File: config.mk
export PLATFORM = sky130hd
export DESIGN_NAME = vga_trace_sweep
export DESIGN_NICKNAME = d
export VERILOG_FILES = /design/src/rtl/vga_trace_sweep.sv
export SDC_FILE = /design/constraint.sdc
export NUM_CORES = 1
export LEC_CHECK = 0
export CELL_PAD_IN_SITES_DETAIL_PLACEMENT = 1
export CELL_PAD_IN_SITES_GLOBAL_PLACEMENT = 1
export CORE_MARGIN = 4
export CORE_UTILIZATION = 25
export DETAILED_ROUTE_END_ITERATION = 6
export GPL_ROUTABILITY_DRIVEN = 1
export PLACE_DENSITY_LB_ADDON = 0.1
export SLEW_MARGIN = 15
export SYNTH_ARGS = -nofsm -noshare
export SYNTH_HDL_FRONTEND = slang
export SYNTH_SLANG_ARGS = --single-unit
export TNS_END_PERCENT = 1
File: constraint.sdc
create_clock -name clk -period 3.89 [get_ports clk]
set_clock_uncertainty 0.05 [all_clocks]
set_input_delay 0.778 -clock clk [delete_from_list [all_inputs] [get_ports clk]]
set_output_delay 0.778 -clock clk [all_outputs]
set_load 0.01 [all_outputs]
File: src/rtl/vga_trace_sweep.sv
// Column/channel sweep generator: walks NCH trace points per column and produces
// sample-buffer read addresses. VGA_SWEEP_TRIG_OFFSET_EN makes trig_addr the sweep base.
module vga_trace_sweep #(
    parameter int unsigned       X_W         = 8,
    parameter int unsigned       X_LAST      = 159,
    parameter int unsigned       NCH         = 2,
    parameter int unsigned       ADDR_W      = 11,
    parameter int unsigned       DIV_W       = 2,
    parameter logic [12*NCH-1:0] COLOR_TABLE = {12'h0F0, 12'hF00},
    localparam int unsigned      CH_W        = (NCH > 1) ? $clog2(NCH) : 1
) (
    input  logic              clk,
    input  logic              reset,
    input  logic              start,
    input  logic              enable,
    input  logic [DIV_W-1:0]  time_division,
    input  logic [ADDR_W-1:0] trig_addr,
    output logic [X_W-1:0]    CounterX,
    output logic [CH_W-1:0]   channel,
    output logic [ADDR_W-1:0] read_CounterX,
    output logic [11:0]       color,
    output logic              valid,
    output logic              busy,
    output logic              finished
);

    typedef enum logic [1:0] {
        StIdle  = 2'd0,
        StSweep = 2'd1,
        StDone  = 2'd2
    } state_t;

    state_t            state_q, state_d;
    logic [X_W-1:0]    x_q, x_d;
    logic [CH_W-1:0]   ch_q, ch_d;
    logic [ADDR_W-1:0] addr_q, addr_d;

    logic [ADDR_W-1:0] base;
    logic [ADDR_W-1:0] step;
    logic              last_ch;
    logic              last_col;

`ifdef VGA_SWEEP_TRIG_OFFSET_EN
    assign base = trig_addr;
`else
    logic unused_trig_addr;
    assign unused_trig_addr = ^trig_addr;
    assign base = '0;
`endif

    // Step is re-evaluated at every column advance, so a new division applies next column.
    assign step     = ADDR_W'(time_division) + ADDR_W'(1);
    assign last_ch  = (ch_q == CH_W'(NCH - 1));
    assign last_col = (x_q == X_W'(X_LAST));

    always_comb begin
        state_d  = state_q;
        x_d      = x_q;
        ch_d     = ch_q;
        addr_d   = addr_q;
        valid    = 1'b0;
        busy     = 1'b0;
        finished = 1'b0;

        unique case (state_q)
            StIdle: begin
                if (start) begin
                    state_d = StSweep;
                    x_d     = '0;
                    ch_d    = '0;
                    addr_d  = base;
                end
            end
            StSweep: begin
                busy  = 1'b1;
                valid = enable;
                if (enable) begin
                    if (!last_ch) begin
                        ch_d = ch_q + CH_W'(1);
                    end else if (!last_col) begin
                        ch_d   = '0;
                        x_d    = x_q + X_W'(1);
                        addr_d = addr_q + step;
                    end else begin
                        state_d = StDone;
                    end
                end
            end
            StDone: begin
                finished = 1'b1;
                state_d  = StIdle;
            end
            default: state_d = StIdle;
        endcase
    end

    always_ff @(posedge clk) begin
        if (reset) begin
            state_q <= StIdle;
            x_q     <= '0;
            ch_q    <= '0;
            addr_q  <= '0;
        end else begin
            state_q <= state_d;
            x_q     <= x_d;
            ch_q    <= ch_d;
            addr_q  <= addr_d;
        end
    end

    assign CounterX      = x_q;
    assign channel       = ch_q;
    assign read_CounterX = addr_q;
    assign color         = COLOR_TABLE[12*ch_q +: 12];

endmodule

==> results of run 1 <==
state kept, by name, indices dropped and copies added (netlist names):
name,flops
CounterX,8
channel,1
read_CounterX,11
state_q,2
area by class of cell:
class,count,share of cell area [%]
multi-input cells,114,44.52
flip-flops and latches,22,25.40
repair buffers,36,20.78
well taps,70,5.051
clock buffers,4,3.175
inverters,5,1.082
synth_stat cells, types with 4 or more instances:
cell	n
a211o_1	4
nand2b_1	4
a22o_1	4
nor3_1	5
o21ai_0	8
buf_4	11
and3_1	5
nand3_1	9
a31oi_1	6
nand2_1	10
a21oi_1	7
inv_1	5
dfxtp_1	22
nor2_1	8
cells in the final DEF (no fill, tap or decap), types with 5 or more instances in the layout:
master            n
nor3_1            5
dfxtp_1          22
clkdlybuf4s50_1  36
nand2_1          10
inv_1             5
o21ai_0           8
and3_1            5
a21oi_1           7
a31oi_1           6
nand3_1           9
nor2_1            8
through the flow:
| stage | setup WS [ps] | cell area [um2] | hold WS (ps) |
|---|---|---|---|
| 2_1_floorplan | 1814 | 1351 | 450.5 |
| 3_3_place_gp | 1071 | 1679 | 418.3 |
| 3_5_place_dp | 1068 | 1679 | 433.5 |
| 4_1_cts | 846.1 | 1734 | 451.4 |
| 5_1_grt | 747.8 | 1734 | 465.4 |
| 6_report | 893.3 | 1734 | 445.5 |
worst register-to-register path, cell delays in order, from the launching register on:
cell	delay [ps]
dfxtp_1	760
nand4b_4	280
o21a_4	260
or4_1	530
a31oi_1	180
routing by layer:
metal | up-vias | global-route usage (%)
met5 | - | 0
met4 | 0 | 3.209
met3 | 4 | 3.326
met2 | 26 | 21.59
met1 | 611 | 16.61
li1 | 616 | -
cell families (layout without fill, tap and decap cells):
kind of cell               count (synthesis)  count (layout)
buffers and inverters                     23              45
adders and majority gates                  4               4
other                                      1               4
xor gates and xnor gates                   2               2
and+or+nand+nor                           60              60
AOI/OAI and AO/OA                         44              44
DFF                                       22              22
report_power, final:
part	switching, uW	total, uW	internal [uW]
clock	80.9	171	90.4
sequential	8.36	236	228
combinational	35.3	69.9	34.6
total	125	477	353
final timing paths:
check / slack, ps / end / startpoint / depth (start not counted)
setup / recovery: 890 / valid / state_q[0]$_SDFFE_PP0P_ / 3
hold / removal: 450 / read_CounterX[0]$_SDFFE_PP0P_ / read_CounterX[0]$_SDFFE_PP0P_ / 1
setup reg to reg: 1750 / read_CounterX[5]$_SDFFE_PP0P_ / state_q[0]$_SDFFE_PP0P_ / 4
hold reg to reg: 450 / read_CounterX[0]$_SDFFE_PP0P_ / read_CounterX[0]$_SDFFE_PP0P_ / 1
==> results.md, run 1 <==
* H-Tree Depth at 1
* Clock-pin slew on the worst setup and hold paths at 90 ps
* Yosys top cell by area: dfxtp_1
* Clk sinks at 22
* Final hold vios at 0
* Setup Buffers After CTS at 0
* Post-synthesis cell type count at 47
* CTS tree: done
* Antenna violations before repair at 0
* GPL Wtd Cong at 0.7355
* Simple-gate portion of the synthesized area at 27.08%
* Critical Path End Type: output port
* CTS Buf Count at 3
* CP Class: register to output port
* Power Total at 477.3 uW
* Vias at 1257
* Multi-input combinational cell area at 772.0 um2
* PostCTS Resize Cnt at 0
* Vias per inst at 5.008
* WP buf/inv at 1
* Setup crit start kind: register
* Antenna cell count at 0
* Boundary Pins at 52
* Final core occ at 33.74%
* Ys async rst share at 0%
* Starting DRT DRC Count at 74
* Routed met2 length at 1940 um
* Synth Cell Area at 1340 um2
* Post-synth EDFFs at 0
* DIE AREA at 6595 um2
* RSZ-0062 raised after global routing: no
* Fin crit share at 77.04%
* Wire per inst at 15.54 um
* Power per standard cell area at 275.2 nW/um2
* Die Ht at 81.21 um
* CP cell instances: nor2b_1 -> and2_1 -> clkdlybuf4s50_1
* Final count of pins violating max slew at 0
* Cell Count, Final, Fillers Out at 251
* Required @ worst endpoint at 3060 ps
* Cell family with most CP delay: flip-flops
* Worst path slowest cell: dfxtp_1
* Worst Tran Pin Value at 690.0 ps
* Crit path max fanout at 19
* Hpwl dp at 2884 um
* Outcome: finished, final reports clean
* Setup_tns at 0 ps
* Core Region at 5140 um2
* Largest net degree at the start of global routing at 20
* Register area at 440.4 um2
* Worst min path class: register to register
* Share of the synthesized area in the top cell type at 32.87%
* Peak VDD IR at 0.1424 mV
* Port Buffers at 36
* CTS Buffer Depth at 2
* Synth Warn # at 0
* CP peak stage delay at 760 ps
* Die X at 81.21 um
* Layout cell share with drive strength beyond 1 at 6.077%
* Final setup fails at 0
* Final wirelength at 3901 um
* Starting Density at 26.07%
* Worst Path Arrival at 2170 ps
* Syn Area/Cell at 8.590 um2
* Mux share of post-synthesis cell area at 0%
* XOR/XNOR Fraction of Synth Area at 1.307%
* Fill cells at 642
* ANT nets after route at 0
* F_max at 0.3337 GHz
* Cell row count at 26
* Vias in the first global route at 1287
* Top Metal Used: met4
* DR WL met3 at 140 um
* Number of maximum-capacitance violations at 0
* First-pass GRT wire length at 6534 um
* Fin crit period at 2997 ps
* CTS root buffer: clkbuf_8
* DR DRC count at 0
* Worst-Skew Late Latency at 270 ps
* Synthesized flop and latch total at 22
* GRT overflow at 0
* Compound-gate portion of the synthesized area at 23.81%
* Rel. slew slack at 53.85%
* Placed Cells at 247
* Sequential fraction of the synthesis area at 32.87%
* Nets at 203
* GRT Overall Usage at 12.95%
* P&R area growth vs syn at 29.41%
* Main combinational cell family by area after synthesis: simple AND/OR/NAND/NOR gates
* M1 WL at 1782 um
* Syn Inst Count at 156
* Cts hold-fix bufs at 0
* Cell leakage power at 0.0006294 uW
* Post-Synth Adder-Cell Area at 4.295%
* Largest cells by area after synthesis: dfxtp_1, buf_4, nand3_1, o21ai_0, a31oi_1
* Prevailing post-synth register cell: dfxtp_1
* Pre-antenna DRT Iters at 4
Note: power is estimated with default switching activity, not from simulation.
==> run 2, diff against run 1 <==
Clock period 3.89 ns to 2.7 ns, I/O delays scaled along.
==> run 2 against run 1 <==
Global-route usage grew 0.48 points. Combinational power grew 62%. Flip-flop and latch count is the same. Sequential power grew 42%. Wire length grew 5.6%. Final area grew 2.2%. Worst hold slack lost 1.3 ps. Utilization grew 0.75 points. Clock-buffer cell count shrank 1. Via count grew 0.16%. Critical path depth is the same. Critical path type is now input port to output port. Critical endpoint unchanged. Largest power group unchanged.
==> results.md, run 2 (same netlist as run 1, synthesis figures left out) <==
* Outcome: finished, final reports clean
* Clock-pin slew on the worst setup and hold paths at 80 ps (about the same)
* Routed met2 length at 1950 um (+0.52%)
* Critical Path End Type: output port
* Top Metal Used: met4
* CP dominant cell by count: clkdlybuf4s50_1
* Peak VDD IR at 0.1785 mV (+25%)
* Final wirelength at 4121 um (+5.6%)
* Worst Path Arrival at 1750 ps (-420 ps)
* Number of maximum-capacitance violations at 0 (unchanged)
* Most common cell after layout, fill and taps aside: clkdlybuf4s50_1
* Placed Cells at 250 (+1.2%)
* Crit path max fanout at 3 (-16)
* CP peak stage delay at 530 ps (-230 ps)
* GRT overflow at 0 (unchanged)
* GRT Overall Usage at 13.44% (+0.48 points)
* Cell leakage power at 0.0006516 uW (+3.5%)
* Nets at 206 (+1.5%)
* Commonest cells after routing, fill and taps aside: clkdlybuf4s50_1, dfxtp_1, nand2_1
* Starting Density at 26.07% (unchanged)
* Worst Tran Pin Value at 511.7 ps (-178.3 ps)
* Setup slack after layout at 359.0 ps (-534.3 ps)
* RSZ-0062 raised after global routing: no
* Max reg flops at 11 (unchanged)
* Hold Path Stages at 1 (unchanged)
* Antenna cell count at 0 (unchanged)
* Die Ht at 81.21 um (unchanged)
* Rel. slew slack at 65.82% (+12 points)
* Fin crit period at 2341 ps
* Hpwl dp at 3047 um (+5.7%)
* Layout cell share with drive strength beyond 1 at 7.609% (+1.5 points)
* CTS Buffer Depth at 2 (unchanged)
* F_max at 0.4272 GHz
* Worst path slowest cell: clkdlybuf4s50_1
* M1 WL at 2031 um (+14%)
* H-Tree Depth at 1 (unchanged)
* Fill cells at 631 (-1.7%)
* DR WL met3 at 90 um (-36%)
* Cts hold-fix bufs at 0 (unchanged)
* Fin crit share at 86.71%
* Final count of pins violating max slew at 0 (unchanged)
* Vias per inst at 4.957 (-1.0%)
* Worst min path class: register to register
* Register area at 440.4 um2 (unchanged)
* Final hold vios at 0 (unchanged)
* PostCTS Resize Cnt at 0 (unchanged)
* Setup_tns at 0 ps (unchanged)
* P&R area growth vs syn at 32.31%
* DIE AREA at 6595 um2 (unchanged)
* Cell row count at 26 (unchanged)
* ANT nets after route at 0 (unchanged)
* Setup Buffers After CTS at 0 (unchanged)
* Multi-input combinational cell area at 772.0 um2 (unchanged)
* Required @ worst endpoint at 2110 ps (-950 ps)
* Antenna violations before repair at 0 (unchanged)
* CTS root buffer: clkbuf_8
* Boundary Pins at 52 (unchanged)
* Cell Count, Final, Fillers Out at 254 (+1.2%)
* Port Buffers at 36 (unchanged)
* Vias in the first global route at 1301 (+1.1%)
* CTS tree: done
* Wire per inst at 16.22 um (+4.4%)
* Reg2Reg Depth at 5 (+1)
* Die X at 81.21 um (unchanged)
* Core Region at 5140 um2 (unchanged)
* Worst-Skew Late Latency at 270 ps (about the same)
* CP cell instances: clkdlybuf4s50_1 -> and2_1 -> clkdlybuf4s50_1
* Largest net degree at the start of global routing at 19 (-5.0%)
* WP buf/inv at 2 (+1)
* Clk sinks at 22 (unchanged)
* Power per standard cell area at 430.8 nW/um2 (+57%)
* Worst path depth at 3 (unchanged)
* First-pass GRT wire length at 6789 um (+3.9%)
* Setup crit start kind: input port
* CP Class: input port to output port
* Final setup fails at 0 (unchanged)
* DR DRC count at 0 (unchanged)
* CTS Buf Count at 3 (unchanged)
* Pre-antenna DRT Iters at 4 (unchanged)
* Cell family with most CP delay: buffers and inverters
* Vias at 1259 (+0.16%)
* Starting DRT DRC Count at 49 (-34%)
* DP Worst Slack at 147.5 ps (-920.7 ps)
* GPL Wtd Cong at 0.7558 (+2.8%)
## run 2: final timing paths
kind,startpoint,endpoint,slack (ps)
hold / removal,read_CounterX[0]$_SDFFE_PP0P_,read_CounterX[0]$_SDFFE_PP0P_,440
setup / recovery,enable,valid,360
setup reg to reg,CounterX[0]$_SDFFE_PP0P_,read_CounterX[9]$_SDFFE_PP0P_,720
hold reg to reg,read_CounterX[0]$_SDFFE_PP0P_,read_CounterX[0]$_SDFFE_PP0P_,440
## run 2: area by class of cell
type                            instances  share of cell area, %
Tap cell                               70                  4.940
Multi-Input combinational cell        114                  43.54
Sequential cell                        22                  24.84
Timing Repair Buffer                   39                  21.59
Clock inverter                          1                  1.694
Inverter                                5                  1.059
Clock buffer                            3                  2.329
## run 2: metal layers
| metal | GRT usage (%) | vias up |
|---|---|---|
| li1 | - | 618 |
| met1 | 17.88 | 618 |
| met2 | 21.92 | 18 |
| met3 | 2.550 | 5 |
| met4 | 4.054 | 0 |
| met5 | 0 | - |
## run 2: report_power, final
group	internal, uW	total, uW	switching (uW)
Sequential	328	334	5.50
Clock	198	317	119
Combinational	53.0	113	60.1
## run 2: stage by stage
stage	power [uW]	hold slack, ps	util, %	area (um2)
after detailed placement	456.2	434.6	33.11	1702
after global routing	803.8	466.9	34.49	1773
after CTS	779.6	449.7	34.49	1773
after global placement	452.0	418.1	33.11	1702
final	763.7	444.2	34.49	1773
after floorplan	416.4	450.5	-	1351
